### src/rtl/seg_digit_encoder.sv
// seg_digit_encoder
// Converts a binary level (0-15) and a binary two-digit value (0-127, clamped
// to 99) into three active-low seven-segment patterns for the scan driver.
// The binary-to-BCD step uses a shift-add-3 (double-dabble) converter that
// runs over several cycles. All three patterns are registered in the same
// cycle, so the display never shows a half-updated value.
//
// Ports:
//   clk        in   system clock, rising edge
//   reset      in   synchronous, active-high reset
//   load       in   one-cycle request to convert level/value (ignored while busy)
//   level      in   [3:0] level number
//   value      in   [6:0] two-digit value, values above 99 clamp to 99
//   busy       out  high while a conversion is in progress
//   done       out  one-cycle pulse when new patterns first appear
//   digitLEVEL out  [6:0] level digit pattern (g..a, active-low)
//   digitLEFT  out  [6:0] tens digit pattern
//   digitRIGHT out  [6:0] ones digit pattern
module seg_digit_encoder #(
  parameter bit BLANK_LEADING_ZERO = 1'b1
) (
  input  logic       clk,
  input  logic       reset,
  input  logic       load,
  input  logic [3:0] level,
  input  logic [6:0] value,
  output logic       busy,
  output logic       done,
  output logic [6:0] digitLEVEL,
  output logic [6:0] digitLEFT,
  output logic [6:0] digitRIGHT
);

  localparam logic [6:0] SEG_BLANK = 7'b1111111;
  localparam logic [6:0] SEG_DASH  = 7'b0111111;

  typedef enum logic [1:0] {IDLE, CONVERT, UPDATE} state_t;

  state_t      state, next_state;
  logic [14:0] shift_reg;   // [14:11] tens, [10:7] ones, [6:0] binary
  logic [14:0] adjusted;
  logic [2:0]  count;
  logic [3:0]  level_reg;

  logic        busy_next, done_next;
  logic [6:0]  level_next, left_next, right_next;

  function automatic logic [6:0] glyph(input logic [3:0] d);
    case (d)
      4'd0:    glyph = 7'b1000000;
      4'd1:    glyph = 7'b1111001;
      4'd2:    glyph = 7'b0100100;
      4'd3:    glyph = 7'b0110000;
      4'd4:    glyph = 7'b0011001;
      4'd5:    glyph = 7'b0010010;
      4'd6:    glyph = 7'b0000010;
      4'd7:    glyph = 7'b1111000;
      4'd8:    glyph = 7'b0000000;
      4'd9:    glyph = 7'b0010000;
      default: glyph = SEG_DASH;
    endcase
  endfunction

  // State register
  always_ff @(posedge clk) begin
    if (reset) state <= IDLE;
    else       state <= next_state;
  end

  // Next-state logic
  always_comb begin
    next_state = state;
    case (state)
      IDLE:    if (load) next_state = CONVERT;
      CONVERT: if (count == 3'd6) next_state = UPDATE;
      UPDATE:  next_state = IDLE;
      default: next_state = IDLE;
    endcase
  end

  // Add-3 correction applied to each BCD nibble ahead of the shift
  always_comb begin
    adjusted = shift_reg;
    if (shift_reg[14:11] >= 4'd5) adjusted[14:11] = shift_reg[14:11] + 4'd3;
    if (shift_reg[10:7]  >= 4'd5) adjusted[10:7]  = shift_reg[10:7]  + 4'd3;
  end

  // Conversion datapath
  always_ff @(posedge clk) begin
    if (reset) begin
      shift_reg <= '0;
      count     <= '0;
      level_reg <= '0;
    end else begin
      case (state)
        IDLE: if (load) begin
          level_reg <= level;
          shift_reg <= {8'd0, (value > 7'd99) ? 7'd99 : value};
          count     <= '0;
        end
        CONVERT: begin
          shift_reg <= {adjusted[13:0], 1'b0};
          count     <= count + 3'd1;
        end
        default: ;
      endcase
    end
  end

  // Output logic: computes next output values, which are then registered so
  // no input reaches an output combinationally.
  always_comb begin
    busy_next  = (next_state != IDLE);
    done_next  = (state == UPDATE);
    level_next = digitLEVEL;
    left_next  = digitLEFT;
    right_next = digitRIGHT;
    if (state == UPDATE) begin
      level_next = glyph(level_reg);
      left_next  = (BLANK_LEADING_ZERO && shift_reg[14:11] == 4'd0)
                   ? SEG_BLANK : glyph(shift_reg[14:11]);
      right_next = glyph(shift_reg[10:7]);
    end
  end

  always_ff @(posedge clk) begin
    if (reset) begin
      busy       <= 1'b0;
      done       <= 1'b0;
      digitLEVEL <= SEG_BLANK;
      digitLEFT  <= SEG_BLANK;
      digitRIGHT <= SEG_BLANK;
    end else begin
      busy       <= busy_next;
      done       <= done_next;
      digitLEVEL <= level_next;
      digitLEFT  <= left_next;
      digitRIGHT <= right_next;
    end
  end

endmodule

### config.mk
export PLATFORM = sky130hd
export DESIGN_NAME = seg_digit_encoder
export DESIGN_NICKNAME = d
export VERILOG_FILES = /design/src/rtl/seg_digit_encoder.sv
export SDC_FILE = /design/constraint.sdc
export NUM_CORES = 1
export LEC_CHECK = 0
export CAP_MARGIN = 20
export CORE_MARGIN = 5
export CORE_UTILIZATION = 25
export DETAILED_ROUTE_END_ITERATION = 8
export MAX_ROUTING_LAYER = met4
export SYNTH_ARGS = -nofsm -noshare
export SYNTH_HDL_FRONTEND = slang
export SYNTH_SLANG_ARGS = --single-unit
### constraint.sdc
create_clock -name clk -period 5.9 [get_ports clk]
set_input_delay 1.475 -clock clk [delete_from_list [all_inputs] [get_ports clk]]
set_output_delay 1.475 -clock clk [all_outputs]
set_load 0.02 [all_outputs]
==> After elaboration in Yosys (flattened, before gate mapping) <==
Memories as Yosys holds them, arrays and structs flattened. A register that Yosys moved wholly into a read port is not among the register bits.
Index checks and enable logic that the tools add are counted.
{ "op_classes": {"muxes": 13, "order_cmp": 3, "eq_ne": 4, "n_addsub": 3, "n_reduce_logical": 6} }
{ "op_table": {"columns": ["op", "count"], "rows": [
  ["$pmux 15 s2", 1],
  ["$mux 15", 1],
  ["$mux 7", 2],
  ["$mux 4", 3],
  ["$ge 4x3->1 const B", 2],
  ["$gt 7x7->1 const B", 1],
  ["$mux 3", 2],
  ["$pmux 3 s2", 1],
  ["$add 4x2->4 const B", 1],
  ["$logic_not 4->1", 1],
  ["$mux 2", 2],
  ["$pmux 2 s2", 1],
  ["$reduce_and 2->1", 2],
  ["$reduce_bool 2->1", 2],
  ["$add 3x1->3 const B", 1],
  ["$add 3x2->3 const B", 1],
  ["$eq 3x3->1 const B", 1],
  ["$eq 2x1->1 const B", 1],
  ["$eq 2x2->1 const B", 1],
  ["$logic_not 2->1", 1],
  ["$ne 2x2->1 const B", 1]
]} }
{ "word_totals": {"mem_count": 3, "output_inout_bits": 23, "reg_bits": 33, "input_bits": 14, "rom_bits": 336} }
{ "mem_list": {"columns": ["memory", "words", "width", "rd", "rd_clocked_by_memory_dff", "wr", "line_no", "rtl"], "rows": [
  ["(name not given)", 16, 7, 1, 1, 0, "49", "case (d)"],
  ["(name not given)", 16, 7, 1, 1, 0, "49", null],
  ["(name not given)", 16, 7, 1, 1, 0, "49", null]
]} }

==> Longest topological paths before layout <==
{ "logic_depth": {"word_depth": 6, "mapped_depth": 12, "mapped_depth_nobuf": 12} }

==> Least setup slack after synthesis <==
Ideal clock, no wire load.
{ "synth_timing": {"path_kind": "input -> register", "from": "input reset", "to": "register (tool-made name)", "arrival_time_ps": 2698, "setup_time_ps": 133, "setup_slack_ps": 3069, "path_stages": 8, "path_cell_list": "clkbuf_1 > buf_1 > nor2_1 > inv_1 > ha_1 > nand2_1 > a32oi_1 > o31ai_1"} }
{ "synth_lines": {"columns": ["item", "line_no", "rtl"], "rows": [
  ["start: declaration", "23", "input logic reset,"]
]} }

==> results by group <==
Outcome
  – Outcome: finished clean

Layout
  – Filler cells: between 1000 and 1500
  – Multi-input gate area in the final layout: around 1400 sq um
  – Fin cells: between 400 and 500
  – Layout cell share with drive strength beyond 1: 0.06154
  – # diodes: 0
  – Nets: between 300 and 400
  – Storage cell area: approximately 1100 sq um
  – Synth-to-Final Area Change: 21.22%
  – Finished Core Util: 0.3102

Power
  – Pwr Density: a little over 200 nW/um^2
  – Maximum vdd drop: between 90 and 100 uV
  – Pleak: roughly 1.2 nW
  – Post-layout total power: roughly 0.65 mW

Routing
  – DRT antenna net count: 0
  – Overall routed net length: between 5000 and 6000 microns
  – Router iterations before antenna repair: 4
  – Post-route DRC: 0
  – WL/cell: between 10 and 15 microns
  – Vias per cell: 4.512
  – Detailed Route Iter0 Violations: ~150
  – Vias: 2080

Clocking
  – Later-pin clock latency in the skew report: approximately 310 ps
  – Sink Count: 54
  – CTS tree: yes
  – TritonCTS Buffers: 5
  – Root Driver: clkbuf_8
  – # H-tree levels: 2
  – Clk pin slew, worst setup/hold paths: 110 ps
  – Post_cts resized: 0
  – Hold buffers post-CTS: 0
  – Post-CTS Setup Bufs: 0
  – Max clock buf depth: 2

Yosys
  – Yosys cell types: 46
  – Mapped cell area: 2630 sq um
  – Post-synthesis sequential area ratio: 0.4110
  – Yosys warning count: 0
  – Share of synthesized registers carrying an async set or reset: 0
  – Post-Syn Instances: between 200 and 300
  – Synth Flop Type: dfxtp_1
  – Synthesized flop and latch total: 54
  – Syn nets: 329
  – EDFF count, synth: 0
  – Avg Cell Area, Syn: about 9 sq um

Global routing
  – GRT Residual Overflow: 0
  – Antenna violations before repair: 0
  – Vias in the first global route: ~2000
  – Total GRT Usage: 0.08717
  – Largest net degree at the start of global routing: 33
  – First-pass GRT wire length: approximately 9200 microns

STA
  – Worst Tran Pin Value: roughly 630 ps
  – Minimum clock period: 3431 ps
  – Final setup vio count: 0
  – Slew margin rel.: 0.5797
  – Hold Fails Final Rpt: 0
  – Slew Viols, Final: 0
  – Layout Skew: about 11 ps
  – Worst Hold Slack: between 400 and 500 ps
  – Period utilization: 0.5816
  – Unrepaired setup endpoints after global routing: no
  – FMAX: 291.4 MHz
  – Post-Route Setup TNS: 0 ps

Hold path
  – Hold path depth: 2
  – Hold Crit Class: flop to flop

Worst setup path
  – CP Max Fanout: 18
  – CP Capture Type: flop
  – Top Family by Delay on Critical Path: compound AO/OA/AOI/OAI gates
  – CP required: a little over 6000 ps
  – Worst EP arrival: 3660 ps
  – Crit path buf inv count: 2
  – FF-to-FF path depth: 7
  – WS Path Type: input pin to flop
  – Crit-path cells: clkdlybuf4s50_1 > o21bai_4 > nand2_1 > a21oi_1 > inv_1 > ha_1 > a211o_1 > o31ai_1
  – Critical path depth in cells: 8
  – CP max-delay cell: clkdlybuf4s50_1
  – Worst setup SP type: input pin
  – CP peak stage delay: roughly 500 ps

Floorplan
  – # IOs: 37
  – CORE AREA: a little over 10000 sq um
  – Die X-Extent: approximately 110 microns
  – Die Footprint: around 13000 sq um
  – Rows: 37
  – Starting density of the core: 0.2559
  – Die Y: between 100 and 150 microns

Placement
  – IO buf count: 36
  – GPL Wtd Cong: approximately 0.81
  – Placed cells: around 450
  – DP HPWL: 3849 microns

Job
  – Max-Cap Viols: 0
-- metal layers --
layer / part of all wire / track usage
met5: 0 / -
met4: 0.0063 / 0.01763
met3: 0.052 / 0.02156
met2: 0.43 / 0.1335
met1: 0.52 / 0.1170
-- through the flow --
step                setup WS [ps]  instance area [sq um]
floorplan                    3069                   2630
global placement             2233                   3094
detailed placement           2140                   3094
CTS                          2462                   3188
global route                 2257                   3188
finish                       2469                   3188
-- synth_stat cells, types with 3 or more instances --
cell      count  area [sq um]
nor2b_1       3         18.77
nand2b_1     10         62.56
nor3_1        6         30.03
mux2i_1       4         40.04
dfxtp_1      54          1081
a211o_1       4         35.03
a222oi_1      3         30.03
a21oi_1      22         110.1
clkbuf_1     12         45.04
nand2_1      26         97.59
inv_1        15         56.30
a22oi_1       7         52.55
o22ai_1       7         43.79
nor2_1       41         153.9
o31ai_1       5         37.54
ha_1         19         237.7
a21o_1        3         22.52
and2_1        3         18.77
o311ai_0      6         52.55
o21ai_0      13         65.06
-- power by group --
part | leakage [nW] | switching (mW) | internal, mW
clock network | 0.0447 | 0.130 | 0.0861
registers | 0.439 | 0.00825 | 0.371
logic | 0.744 | 0.0298 | 0.0249
total | 1.23 | 0.168 | 0.482
-- cell type report --
type | count | share of cell area
clock buffers | 5 | 0.02159
flip-flops and latches | 54 | 0.3391
repair buffers | 38 | 0.1177
well taps | 136 | 0.05338
inverters | 15 | 0.01766
clock inverters | 3 | 0.007849
multi-input cells | 210 | 0.4427
-- final timing paths --
path                            slack (ps)                 from                        end
worst max-delay path                  2470                 load                       flop
worst min-delay path                   460                 flop  digitLEFT[6]$_SDFFE_PP1P_
worst max register to register        3190  state[0]$_SDFF_PP0_                       flop
worst min register to register         460                 flop  digitLEFT[6]$_SDFFE_PP1P_
-- worst reg2reg max path, stage by stage, from the launching register on --
cell and delay (ps):
dfxtp_1 670, nor2b_2 620, o21ai_0 240, a21oi_1 350, inv_1 140, ha_1 310, a211o_1 260, o31ai_1 60
-- placed cells by master, fill, tap and decap left out, drive strengths merged, types with 4 or more instances in the layout --
master,n
dfxtp,54
nor2,41
clkdlybuf4s50,36
nand2,26
a21oi,22
ha,19
inv,16
o21ai,15
nand2b,11
a22oi,7
o22ai,7
o311ai,6
nor3,6
o31ai,5
clkbuf,5
a211o,4
mux2i,4
nor2b,4
-- logic make-up after synthesis --
kind of cell | synth area share
AND/OR/NAND/NOR | 0.1760
AO/OA/AOI/OAI | 0.2407
flip-flops | 0.4110
buffers and inverters | 0.05233
adder cells (fa/ha/maj) | 0.09039
multiplexers | 0.01951
XOR/XNOR | 0.009992
No activity file was read; power rests on OpenSTA's default activity.
